--- config.mk ---
export PLATFORM = sky130hd
export DESIGN_NAME = badger_tx_scheduler_flat
export DESIGN_NICKNAME = d
export VERILOG_FILES = /design/src/rtl/badger_tx_scheduler_if.sv /design/src/rtl/badger_tx_scheduler.sv /design/src/flat_wrapper.sv
export SDC_FILE = /design/constraint.sdc
export NUM_CORES = 1
export LEC_CHECK = 0
export ABC_CLOCK_PERIOD_IN_PS = 5760
export CAP_MARGIN = 40
export CORE_UTILIZATION = 56
export CTS_BUF_LIST = sky130_fd_sc_hd__clkbuf_16
export CTS_CLUSTER_DIAMETER = 100
export DETAILED_ROUTE_END_ITERATION = 16
export PLACE_DENSITY = 0.86
export SLEW_MARGIN = 20
export SYNTH_ARGS = -nofsm -noshare
export SYNTH_HDL_FRONTEND = slang
export SYNTH_SLANG_ARGS = --single-unit
--- constraint.sdc ---
create_clock -name tx_clk -period 5.76 [get_ports tx_clk]
set_input_delay 0.864 -clock tx_clk [delete_from_list [all_inputs] [get_ports tx_clk]]
set_output_delay 0.864 -clock tx_clk [all_outputs]
set_load 0.1 [all_outputs]
--- src/rtl/badger_tx_scheduler_if.sv ---
// Bundles the requester side (req/base_addr/grant/done/err) and the MAC side
// (buf_start_addr/tx_mac_start/tx_mac_done) of the Badger TX scheduler.
//
// Handshake semantics:
//   req[i] is a level held by source i until done[i] or err[i] pulses.
//   grant[i] is high from the grant cycle until the frame completes or aborts.
//   tx_mac_start is a level held until tx_mac_done is seen high (or the
//   watchdog fires). done[i]/err[i] are single-cycle pulses, never both set.
interface badger_tx_scheduler_if #(
  parameter int NREQ = 2,
  parameter int AW   = 10
);
  logic [NREQ-1:0]    req;
  logic [NREQ*AW-1:0] base_addr;
  logic [NREQ-1:0]    grant;
  logic [NREQ-1:0]    done;
  logic [NREQ-1:0]    err;
  logic [AW-1:0]      buf_start_addr;
  logic               tx_mac_start;
  logic               tx_mac_done;

  // Requesters plus MAC model drive this side.
  modport master (
    output req, base_addr, tx_mac_done,
    input  grant, done, err, buf_start_addr, tx_mac_start
  );

  // The scheduler sits on this side.
  modport slave (
    input  req, base_addr, tx_mac_done,
    output grant, done, err, buf_start_addr, tx_mac_start
  );
endinterface

--- src/rtl/badger_tx_scheduler.sv ---
// Round-robin arbiter sharing the Badger MAC transmit path among NREQ frame
// sources. One frame in flight, watchdog on tx_mac_done, forced idle gap
// between frames. All outputs come straight from registers.
module badger_tx_scheduler #(
  parameter int NREQ  = 2,
  parameter int AW    = 10,
  parameter int TMO_W = 16,
  parameter int GAP   = 16
) (
  input  logic                 tx_clk,
  input  logic                 tx_rst_n,
  badger_tx_scheduler_if.slave bus,
  output logic                 busy,
  output logic [15:0]          frame_count,
  output logic [1:0]           state_dbg
);

  typedef enum logic [1:0] {S_IDLE, S_START, S_WAIT, S_GAP} state_t;

  localparam int PW = (NREQ > 1) ? $clog2(NREQ) : 1;
  localparam int GW = (GAP > 1) ? $clog2(GAP) : 1;
  localparam logic [PW-1:0]    LAST_IDX = PW'(NREQ - 1);
  localparam logic [PW:0]      NREQ_P   = (PW+1)'(NREQ);
  localparam logic [GW-1:0]    GAP_LAST = GW'(GAP - 1);
  // Abort fires on the cycle the watchdog would step to all-ones, so
  // tx_mac_start is high for exactly 2**TMO_W-1 cycles.
  localparam logic [TMO_W-1:0] WD_LAST  = {{(TMO_W-1){1'b1}}, 1'b0};

  state_t            state_q, state_d;
  logic [NREQ-1:0]   grant_q, grant_d;
  logic [NREQ-1:0]   done_q, done_d;
  logic [NREQ-1:0]   err_q, err_d;
  logic [AW-1:0]     addr_q, addr_d;
  logic              start_q, start_d;
  logic [15:0]       frame_count_q, frame_count_d;
  logic [PW-1:0]     rr_q, rr_d;
  logic [PW-1:0]     gidx_q, gidx_d;
  logic [TMO_W-1:0]  wd_q, wd_d;
  logic [GW-1:0]     gap_q, gap_d;

  logic [2*NREQ-1:0] req_dbl;
  logic [NREQ-1:0]   req_rot;
  logic [PW-1:0]     off;
  logic [PW:0]       pick_sum;
  logic [PW-1:0]     pick_idx;
  logic              pick_found;
  logic [NREQ-1:0]   pick_grant;
  logic [AW-1:0]     pick_addr;
  logic [PW-1:0]     rr_next;

  // Pick the first requester at or after the rr pointer, wrapping modulo NREQ.
  always_comb begin
    req_dbl    = {bus.req, bus.req} >> rr_q;
    req_rot    = req_dbl[NREQ-1:0];
    pick_found = |bus.req;
    off        = '0;
    for (int k = NREQ - 1; k >= 0; k--) begin
      if (req_rot[k]) off = PW'(k);
    end
    pick_sum = {1'b0, rr_q} + {1'b0, off};
    if (pick_sum >= NREQ_P) pick_sum = pick_sum - NREQ_P;
    pick_idx   = pick_sum[PW-1:0];
    pick_grant = '0;
    pick_addr  = '0;
    for (int i = 0; i < NREQ; i++) begin
      if (pick_idx == PW'(i)) begin
        pick_grant[i] = 1'b1;
        pick_addr     = bus.base_addr[i*AW +: AW];
      end
    end
    rr_next = (gidx_q == LAST_IDX) ? '0 : gidx_q + PW'(1);
  end

  // Next-state and registered-output decode for the frame FSM.
  always_comb begin
    state_d       = state_q;
    grant_d       = grant_q;
    done_d        = '0;
    err_d         = '0;
    addr_d        = addr_q;
    start_d       = start_q;
    frame_count_d = frame_count_q;
    rr_d          = rr_q;
    gidx_d        = gidx_q;
    wd_d          = wd_q;
    gap_d         = gap_q;
    case (state_q)
      S_IDLE: begin
        if (pick_found) begin
          grant_d = pick_grant;
          gidx_d  = pick_idx;
          addr_d  = pick_addr;
          state_d = S_START;
        end
      end
      S_START: begin
        start_d = 1'b1;
        wd_d    = '0;
        state_d = S_WAIT;
      end
      S_WAIT: begin
        // A completion on the timeout cycle still counts as a completion.
        if (bus.tx_mac_done) begin
          start_d       = 1'b0;
          done_d        = grant_q;
          frame_count_d = frame_count_q + 16'd1;
          rr_d          = rr_next;
          grant_d       = '0;
          gap_d         = '0;
          state_d       = S_GAP;
        end else if (wd_q == WD_LAST) begin
          start_d = 1'b0;
          err_d   = grant_q;
          rr_d    = rr_next;
          grant_d = '0;
          gap_d   = '0;
          state_d = S_GAP;
        end else begin
          wd_d = wd_q + TMO_W'(1);
        end
      end
      S_GAP: begin
        // Also wait for the MAC to drop tx_mac_done so it cannot be mistaken
        // for the next frame's completion.
        if (gap_q == GAP_LAST) begin
          if (!bus.tx_mac_done) state_d = S_IDLE;
        end else begin
          gap_d = gap_q + GW'(1);
        end
      end
      default: state_d = S_IDLE;
    endcase
  end

  // State and output registers; reset drops tx_mac_start immediately.
  always_ff @(posedge tx_clk or negedge tx_rst_n) begin
    if (!tx_rst_n) begin
      state_q       <= S_IDLE;
      grant_q       <= '0;
      done_q        <= '0;
      err_q         <= '0;
      addr_q        <= '0;
      start_q       <= 1'b0;
      frame_count_q <= '0;
      rr_q          <= '0;
      gidx_q        <= '0;
      wd_q          <= '0;
      gap_q         <= '0;
    end else begin
      state_q       <= state_d;
      grant_q       <= grant_d;
      done_q        <= done_d;
      err_q         <= err_d;
      addr_q        <= addr_d;
      start_q       <= start_d;
      frame_count_q <= frame_count_d;
      rr_q          <= rr_d;
      gidx_q        <= gidx_d;
      wd_q          <= wd_d;
      gap_q         <= gap_d;
    end
  end

  assign bus.grant          = grant_q;
  assign bus.done           = done_q;
  assign bus.err            = err_q;
  assign bus.buf_start_addr = addr_q;
  assign bus.tx_mac_start   = start_q;
  assign busy               = (state_q != S_IDLE);
  assign frame_count        = frame_count_q;
  assign state_dbg          = state_q;

endmodule

--- src/flat_wrapper.sv ---
// flat-port wrapper written by rule: the top's interface ports become plain ports
module badger_tx_scheduler_flat 
#(
  parameter int NREQ  = 2,
  parameter int AW    = 10,
  parameter int TMO_W = 16,
  parameter int GAP   = 16
)
  (tx_clk, tx_rst_n, busy, frame_count, state_dbg, bus_req, bus_base_addr, bus_tx_mac_done, bus_grant, bus_done, bus_err, bus_buf_start_addr, bus_tx_mac_start);
  badger_tx_scheduler_if #(.NREQ(NREQ), .AW(AW)) bus_i ();
  input  logic tx_clk;
  input  logic tx_rst_n;
  output logic busy;
  output logic [15:0] frame_count;
  output logic [1:0] state_dbg;
  input wire logic [$bits(bus_i.req)-1:0] bus_req;
  input wire logic [$bits(bus_i.base_addr)-1:0] bus_base_addr;
  input wire logic [$bits(bus_i.tx_mac_done)-1:0] bus_tx_mac_done;
  output wire logic [$bits(bus_i.grant)-1:0] bus_grant;
  output wire logic [$bits(bus_i.done)-1:0] bus_done;
  output wire logic [$bits(bus_i.err)-1:0] bus_err;
  output wire logic [$bits(bus_i.buf_start_addr)-1:0] bus_buf_start_addr;
  output wire logic [$bits(bus_i.tx_mac_start)-1:0] bus_tx_mac_start;
  assign bus_i.req = bus_req;
  assign bus_i.base_addr = bus_base_addr;
  assign bus_i.tx_mac_done = bus_tx_mac_done;
  assign bus_grant = bus_i.grant;
  assign bus_done = bus_i.done;
  assign bus_err = bus_i.err;
  assign bus_buf_start_addr = bus_i.buf_start_addr;
  assign bus_tx_mac_start = bus_i.tx_mac_start;
  badger_tx_scheduler #(.NREQ(NREQ), .AW(AW), .TMO_W(TMO_W), .GAP(GAP)) u_core (.tx_clk(tx_clk), .tx_rst_n(tx_rst_n), .bus(bus_i), .busy(busy), .frame_count(frame_count), .state_dbg(state_dbg));
endmodule
==> impl_metrics.csv, run 1 <==
group,metric,value,unit
clocking,cts_hold_buf,0,
sta,relSlewSlack,51.2,%
layout,fin_util,88.7,%
grt,grt_overflow,0,
yosys,synth_top_cells_by_area,"dfrtp_1 (47%), mux2i_1 (4.3%), ha_1 (3.3%)",
yosys,syn_area,3050,um2
yosys,avgSynthCellArea,10.1,um2
routing,drc,0,
sta,timing.setup.tns,0,ps
clocking,cts_tree,"yes",
worst_setup_path,critPathKind,"reg -> out",
yosys,synth_cell_types,54,
layout,synthToLayoutAreaGrowth,50.4,%
layout,drive_above_1_share,16.2,%
clocking,cts_resized,0,
sta,fmax,0.351,GHz
floorplan,die_y,75.8,um
sta,whs,489,ps
yosys,synthCells,303,
layout,fin_nets,430,
layout,fin_area,4590,um2
yosys,synth_top_area_share,46.8,%
worst_setup_path,critPathBufInv,4,
floorplan,num_io_pins,61,
routing,ant_nets,0,
routing,vias_per_cell,6.54,
worst_setup_path,path_max_fanout,7,
grt,antenna_found_initial,0,
worst_setup_path,end_kind,"output port",
sta,layout_min_cycle_time,2850,ps
sta,grt_setup_unrepaired,"no",
worst_setup_path,start_kind,"flop",
place,place_area,4250,um2
clocking,cts_setup_buffers,0,
yosys,async_flop_share,100,%
floorplan,die_x,75.8,um
yosys,synth-seq-area-share,46.8,%
yosys,ys_ff_latch,57,
floorplan,num_rows,26,
grt,grt_start_max_net_pins,58,
clocking,clk_latency,330,ps
clocking,cts_buffers,9,
sta,drv_slew,0,
floorplan,initial_core_util,59.0,%
routing,first_iter_violations,411,
grt,grt_pass1_vias,3128,
layout,final_cells,472,
routing,drt_first_pass_iters,12,
yosys,synth_top_cells_by_count,"dfrtp_1 (57), nand2_1 (26), o21ai_0 (18)",
yosys,post-synth-top-count-cell,"dfrtp_1",
sta,worst_pin_slew,732,ps
worst_setup_path,path_cells,"inv_1, ha_1, inv_1, clkdlybuf4s50_1, buf_8",
place,dp_hpwl,6.50,mm
place,buffer_ports.inserted,60,
power,p_leak,2.07,nW
yosys,yosys_warnings,0,
grt,grt_pass1_wl,16.6,mm
routing,via_count,3087,
floorplan,fp.dieArea,5750,um2
min_path,hold_class,"reg -> reg",
clocking,path_clk_slew,50,ps
status,status,"complete, no violations",
sta,finalHoldViolations,0,
yosys,synth_top_flop_cell,"dfrtp_1",
clocking,cts_sinks,57,
place,dp_cells,455,
clocking,htreeDepth,3,
yosys,synth_edf_count,0,
power,vdd_drop_max,0.000575,V
routing,wl,10.8,mm
flow_run,max_cap_violations,0,
clocking,clk_path_buf_depth,2,
sta,skew,8.01,ps
yosys,syn-num-nets,336,
power,powerDensity,561,nW/um2
worst_setup_path,cp_slowest_cell,"clkdlybuf4s50_1",
worst_setup_path,cpPeakStageDelay,530,ps
sta,period_share,49.5,%
floorplan,core_area,5170,um2
worst_setup_path,critical_path_arrival,1990,ps
clocking,cts-root-buf,"clkbuf_16",
worst_setup_path,crit_required,4900,ps
layout,antenna_cells,0,
worst_setup_path,critical_path.top_delay_family,"buffers and inverters",
grt,track_usage,41.4,%
sta,setup_viol,0,
yosys,synth_top_cell_by_area,"dfrtp_1",
routing,avgRoutedWirePerCell,22.8,um
place,gp_congestion,0.848,
worst_setup_path,crit_top_cell,"inv_1",
[path summary, 6_finish.rpt]
kind                                         from                            to  slack [ps]  cells past startpoint
max in group asynchronous                tx_rst_n  u_core.bus.buf_start_addr[8]        4600                      2
min in group asynchronous                tx_rst_n               u_core.wd_q[12]         680                      2
hold / removal             u_core.frame_count[15]        u_core.frame_count[15]         490                      1
hold reg to reg            u_core.frame_count[15]        u_core.frame_count[15]         490                      1
setup reg to reg                   u_core.wd_q[0]           u_core.state_dbg[1]        3250                      7
setup / recovery              u_core.state_dbg[1]                          busy        2910                      5
[routing by layer]
metal / global-route usage [%] / part of all wire, % / routed length [um] / up-vias
li1: - / - / - / 1309
met1: 44.8 / 35 / 3740 / 1509
met2: 69.9 / 52 / 5590 / 201
met3: 13.6 / 6.9 / 740 / 68
met4: 25.7 / 6.3 / 682 / 0
met5: 0 / 0 / 0 / -
[flip-flops by register name (all words and copies together) (netlist names)]
register and flops:
u_core.bus.buf_start_addr 10, u_core.bus.done 2, u_core.bus.err 2, u_core.bus.grant 2, u_core.bus.tx_mac_start 1, u_core.frame_count 16
u_core.gap_q 4, u_core.gidx_q 1, u_core.rr_q 1, u_core.state_dbg 2, u_core.wd_q 16
[report_power, final]
part / switching (W) / total, W / internal (W)
logic: 0.000893 / 0.00136 / 0.000467
clock network: 0.000192 / 0.000610 / 0.000418
registers: 0.000107 / 0.000602 / 0.000495
total: 0.00119 / 0.00257 / 0.00138
[logic make-up after synthesis]
logic type	after synthesis	share of synthesized area [%]
compound gates	60	14.4
xor+xnor	15	4.31
fa+ha+maj	9	3.61
buf+inv	32	4.43
flops	57	46.8
mux	15	5.00
simple gates	115	21.5
[cell type report]
cell class,count,area (um2)
multi-input combinational,214,1490
timing repair buffer,101,1200
fill,222,586
sequential,57,1430
tap,70,87.6
inverter,14,52.6
clock inverter,7,110
clock buffer,9,225
[stage by stage]
stage	total power [W]	setup slack, ps
after floorplan	0.00140	2830
after global placement	0.00163	2920
after detailed placement	0.00192	2880
after CTS	0.00255	2920
after global routing	0.00265	2840
final	0.00257	2910
[cell usage in the layout (no fill, tap or decap), drive strengths merged, types with 4 or more instances in the layout]
master         count
nor4               6
o211ai             4
inv               14
xnor2              9
dfrtp             57
nand2             26
nand2b             4
a221o              4
buf               41
nor3b              4
clkbuf            10
and3              13
nor2              11
xor2               6
nand4             13
a22o               6
a21oi              4
o41ai              4
and4               4
mux2i             13
o2bb2ai            4
ha                 8
o21ai             18
nand3             12
clkdlybuf4s50     59
nor3               7
(Power assumes the default switching activity.)
==> run 2: changes to the inputs <==
--- a/config.mk
+++ b/config.mk
@@ -5,13 +5,13 @@
 export SDC_FILE = /design/constraint.sdc
 export NUM_CORES = 1
 export LEC_CHECK = 0
-export ABC_CLOCK_PERIOD_IN_PS = 5760
+export ABC_CLOCK_PERIOD_IN_PS = 2620
 export CAP_MARGIN = 40
-export CORE_UTILIZATION = 56
+export CORE_UTILIZATION = 47
 export CTS_BUF_LIST = sky130_fd_sc_hd__clkbuf_16
 export CTS_CLUSTER_DIAMETER = 100
 export DETAILED_ROUTE_END_ITERATION = 16
-export PLACE_DENSITY = 0.86
+export PLACE_DENSITY = 0.77
 export SLEW_MARGIN = 20
 export SYNTH_ARGS = -nofsm -noshare
 export SYNTH_HDL_FRONTEND = slang
==> constraint.sdc (replaced) <==
create_clock -name tx_clk -period 2.62 [get_ports tx_clk]
set_input_delay 0.393 -clock tx_clk [delete_from_list [all_inputs] [get_ports tx_clk]]
set_output_delay 0.393 -clock tx_clk [all_outputs]
set_load 0.1 [all_outputs]
==> run 2 against run 1 <==
Effect of this change: critical path depth up 1; largest power group unchanged; highest routed layer unchanged; worst hold slack worse by 32 ps; wire length decreased by 37%.
==> impl_metrics.csv, run 2 (same netlist as run 1, synthesis figures left out) <==
group,metric,value,unit
routing,drc,0,
sta,grt_setup_unrepaired,"no",
routing,drt_first_pass_iters,4,
clocking,cts_hold_buf,1,
sta,layout_min_cycle_time,2090,ps
sta,worst_pin_slew,680,ps
layout,synthToLayoutAreaGrowth,29.3,%
sta,relSlewSlack,54.6,%
floorplan,core_area,6100,um2
clocking,cts_resized,0,
power,powerDensity,1200,nW/um2
clocking,cts_sinks,57,
power,vdd_drop_max,0.00116,V
grt,grt-busiest-layer,"met1",
routing,via_count,2547,
clocking,cts_tree,"yes",
floorplan,die_x,82.6,um
clocking,cts_setup_buffers,0,
grt,grtUsageMet2,30.7,%
worst_setup_path,critPathKind,"reg -> reg",
grt,track_usage,21.3,%
routing,vias_per_cell,5.71,
worst_setup_path,crit_required,2870,ps
floorplan,initial_core_util,50.0,%
worst_setup_path,critical_path_arrival,2340,ps
sta,fmax,0.479,GHz
layout,drive_above_1_share,18.6,%
sta,finalHoldViolations,0,
routing,avgRoutedWirePerCell,15.3,um
worst_setup_path,end_kind,"flop",
sta,timing.setup.tns,0,ps
sta,whs,457,ps
floorplan,num_io_pins,61,
power,total_power,0.00475,W
floorplan,die_y,82.6,um
power,p_leak,1.85,nW
grt,use_met3,3.52,%
clocking,clk_path_buf_depth,2,
min_path,hold_class,"reg -> reg",
grt,grt_start_max_net_pins,33,
place,dp_hpwl,4.83,mm
grt,grt_use_met1,30.9,%
layout,antenna_cells,0,
clocking,cts-root-buf,"clkbuf_16",
grt,grt_overflow,0,
sta,drv_slew,0,
routing,first_iter_violations,139,
sta,setup_viol,0,
grt,grt_pass1_wl,10.8,mm
layout,layout_commonest_cell,"dfrtp_1",
floorplan,fp.dieArea,6820,um2
clocking,clk_latency,320,ps
floorplan,num_rows,28,
clocking,htreeDepth,3,
grt,antenna_found_initial,0,
flow_run,max_cap_violations,0,
sta,skew,9.73,ps
layout,fin_nets,399,
worst_setup_path,reg2reg_slack,530,ps
clocking,path_clk_slew,50,ps
grt,grt_pass1_vias,2242,
place,gp_congestion,0.829,
layout,layout.cells.most_common_list,"dfrtp_1 (57), buf_4 (44), nand2_1 (26), clkdlybuf4s50_1 (23), o21ai_0 (17)",
routing,wl,6.82,mm
sta,period_share,79.7,%
place,buffer_ports.inserted,60,
status,status,"complete, no violations",
clocking,cts_buffers,9,
worst_setup_path,path_max_fanout,13,
routing,ant_nets,0,
worst_setup_path,start_kind,"flop",
run 2: routing by layer:
metal | part of all wire [%] | vias up
met5 | 0 | -
met4 | 1.5 | 0
met3 | 4.4 | 9
met2 | 47 | 65
met1 | 47 | 1224
li1 | - | 1249
run 2: final cells by class:
cell class	count	area [um2]
clock buffers	9	225
clock inverters	7	62.6
fillers	496	2150
inverters	14	52.6
multi-input cells	214	1490
flip-flops and latches	57	1430
well taps	75	93.8
repair buffers	70	596
run 2: worst paths after layout:
path,startpoint,end,cells after the start
worst max-delay path,u_core.wd_q[0],u_core.wd_q[15],6
worst min-delay path,u_core.gidx_q,u_core.rr_q,1
worst max register to register,u_core.wd_q[0],u_core.wd_q[15],6
worst min register to register,u_core.gidx_q,u_core.rr_q,1
max in group asynchronous,tx_rst_n,u_core.frame_count[13],3
min in group asynchronous,tx_rst_n,u_core.wd_q[13],2
run 2: critical path: stages (launching register included):
cell,delay (ps)
dfrtp_1,430
inv_1,80
ha_1,140
nand4_1,160
or4_4,570
a21oi_4,400
a221o_1,230
run 2: where the power goes:
group          total (W)  switching (W)  internal (W)
logic            0.00235        0.00174      0.000611
clock network    0.00111       0.000390      0.000723
registers        0.00128       0.000193       0.00109
run 2: metrics by stage:
step           worst slack [ps]  instance area (um2)  utilization [%]  instances
3_3_place_gp                421                 3650             59.8        429
5_1_grt                     365                 3950             64.7        446
6_report                    532                 3950             64.7        446
2_1_floorplan               163                 3050                -        303
4_1_cts                     517                 3950             64.7        446
3_5_place_dp                394                 3650             59.8        429
==> run 3: changes to the inputs <==
--- a/config.mk
+++ b/config.mk
@@ -5,7 +5,7 @@
 export SDC_FILE = /design/constraint.sdc
 export NUM_CORES = 1
 export LEC_CHECK = 0
-export ABC_CLOCK_PERIOD_IN_PS = 2620
+export ABC_CLOCK_PERIOD_IN_PS = 1700
 export CAP_MARGIN = 40
 export CORE_UTILIZATION = 47
 export CTS_BUF_LIST = sky130_fd_sc_hd__clkbuf_16
==> constraint.sdc (replaced) <==
create_clock -name tx_clk -period 1.7 [get_ports tx_clk]
set_input_delay 0.255 -clock tx_clk [delete_from_list [all_inputs] [get_ports tx_clk]]
set_output_delay 0.255 -clock tx_clk [all_outputs]
set_load 0.1 [all_outputs]
==> run 3 against run 2 <==
Effect of this change: cell area grew 33%; largest cell class unchanged; via count grew 30%; clock skew grew 1.0 ps; the run now ends with setup timing left.
==> impl_metrics.csv, run 3 (same netlist as run 1, synthesis figures left out) <==
group,metric,value,unit
sta,skew,10.8,ps
grt,grt_pass1_vias,3174,
place,buffer_ports.inserted,60,
routing,via_count,3299,
sta,layout_min_cycle_time,1980,ps
layout,fin_area,5270,um2
worst_setup_path,start_kind,"flop",
routing,ant_nets,0,
clocking,htreeDepth,3,
worst_setup_path,worstReg2RegEnd,"u_core.wd_q[8]",
min_path,hold_class,"in -> async",
layout,synthToLayoutAreaGrowth,72.6,%
sta,worst_pin_slew,509,ps
status,status,"finished, violations left",
worst_setup_path,critical_path_arrival,2200,ps
worst_setup_path,endpoint,"u_core.wd_q[8]",
place,dp_hpwl,6.28,mm
layout,seqCellArea,1460,um2
clocking,cts_buffers,9,
floorplan,initial_core_util,50.0,%
sta,grt_setup_unrepaired,"yes",
layout,fin_util,86.4,%
layout,layout_commonest_cell,"buf_4",
grt,grt_pass1_wl,16.3,mm
grt,grt_overflow,0,
grt,antenna_found_initial,1,
routing,vias_per_cell,6.47,
floorplan,num_rows,28,
worst_setup_path,path_max_fanout,5,
sta,relSlewSlack,66.0,%
power,p_leak,2.44,nW
sta,whs,408,ps
layout,multi_input_area,1810,um2
grt,grt_start_max_net_pins,25,
layout,layout.cells.most_common_list,"buf_4 (57), dfrtp_1 (44), buf_12 (38), nand2_1 (26), clkdlybuf4s50_1 (23)",
worst_setup_path,end_kind,"flop",
floorplan,fp.dieArea,6820,um2
routing,drc,0,
worst_setup_path,cp-startpoint,"u_core.wd_q[0]",
flow_run,max_cap_violations,0,
power,vdd_drop_max,0.00188,V
power,powerDensity,1760,nW/um2
worst_setup_path,crit_top_cell,"buf_4",
sta,fmax,0.504,GHz
worst_setup_path,cp_slowest_cell,"dfrtp_1",
worst_setup_path,path_depth,8,
place,gp_congestion,0.875,
layout,drive_above_1_share,42.6,%
floorplan,die_y,82.6,um
worst_setup_path,cpPeakStageDelay,370,ps
place,place_area,4580,um2
sta,worst_slack,-282,ps
worst_setup_path,crit_required,1910,ps
sta,finalHoldViolations,0,
worst_setup_path,critPathBufInv,3,
sta,drv_slew,0,
worst_setup_path,path_cells,"buf_4, buf_4, ha_1, buf_4, nand3_1, o21ai_0, o41ai_2, a22o_1",
sta,period_share,117,%
worst_setup_path,crit-reg2reg-launch,"u_core.wd_q[0]",
worst_setup_path,reg2reg_slack,-280,ps
clocking,clk_latency,330,ps
clocking,cts_sinks,57,
sta,setup_viol,35,
place,dp_cells,478,
routing,drt_first_pass_iters,5,
power,total_power,0.00927,W
worst_setup_path,critical_path.top_delay_family,"compound AO/OA/AOI/OAI gates",
floorplan,die_x,82.6,um
clocking,cts-root-buf,"clkbuf_16",
layout,fin_nets,462,
worst_setup_path,critPathKind,"reg -> reg",
status,violations,"setup timing",
routing,wl,11.9,mm
routing,first_iter_violations,337,
clocking,cts_tree,"yes",
clocking,path_clk_slew,60,ps
clocking,clk_path_buf_depth,2,
floorplan,num_io_pins,61,
layout,final_cells,510,
worst_setup_path,rr_worst_depth,8,
grt,track_usage,33.0,%
routing,avgRoutedWirePerCell,23.3,um
layout,n_fill_cell,267,
floorplan,core_area,6100,um2
run 3: worst min-delay path by stage:
stage	depth (start not counted)	slack (ps)	to
after detailed placement	1	230	u_core.frame_count[4]
after floorplan	0	-40	u_core.bus.buf_start_addr[0]
after global routing	2	470	u_core.frame_count[10]
after global placement	1	220	u_core.frame_count[6]
final	2	410	u_core.bus.buf_start_addr[8]
after CTS	2	430	u_core.bus.buf_start_addr[8]
run 3: through the flow:
| stage | setup TNS, ps | setup slack (ps) |
|---|---|---|
| 2_1_floorplan | -2600 | -158 |
| 3_3_place_gp | -1810 | -125 |
| 3_5_place_dp | -4180 | -207 |
| 4_1_cts | -536 | -75.4 |
| 5_1_grt | -4310 | -306 |
| 6_report | -2840 | -282 |
run 3: repair_timing:
item	4_1_cts	5_1_grt
endpoints found under the setup margin	28	36
hold buffers	1	0
pin swaps	11	11
resized for setup	25	38
hold endpoints to repair	16	0
setup buffers	6	8
run 3: metal layers:
metal / GRT usage (%) / wire [um] / up-vias
li1: - / - / 1373
met1: 40.8 / 4340 / 1606
met2: 54.3 / 6040 / 260
met3: 6.04 / 1020 / 60
met4: 18.8 / 457 / 0
met5: 0 / 0 / -
run 3: worst register-to-register path: stages (launching register included):
cell     delay [ps]
dfrtp_1         370
buf_4           130
buf_4           130
ha_1            200
buf_4           160
nand3_1         180
o21ai_0         330
o41ai_2         150
a22o_1          220
run 3: power breakdown:
group	internal (W)	switching [W]
combinational	0.00221	0.00331
clock	0.000957	0.000662
sequential	0.00170	0.000432
total	0.00487	0.00440
run 3: area by class of cell:
type                    instances  area share, %
inverters                      14           1.16
flip-flops and latches         57           27.7
multi-input cells             214           34.3
well taps                      75           1.78
clock inverters                 7          0.594
diodes                          1         0.0475
repair buffers                133           30.1
clock buffers                   9           4.28
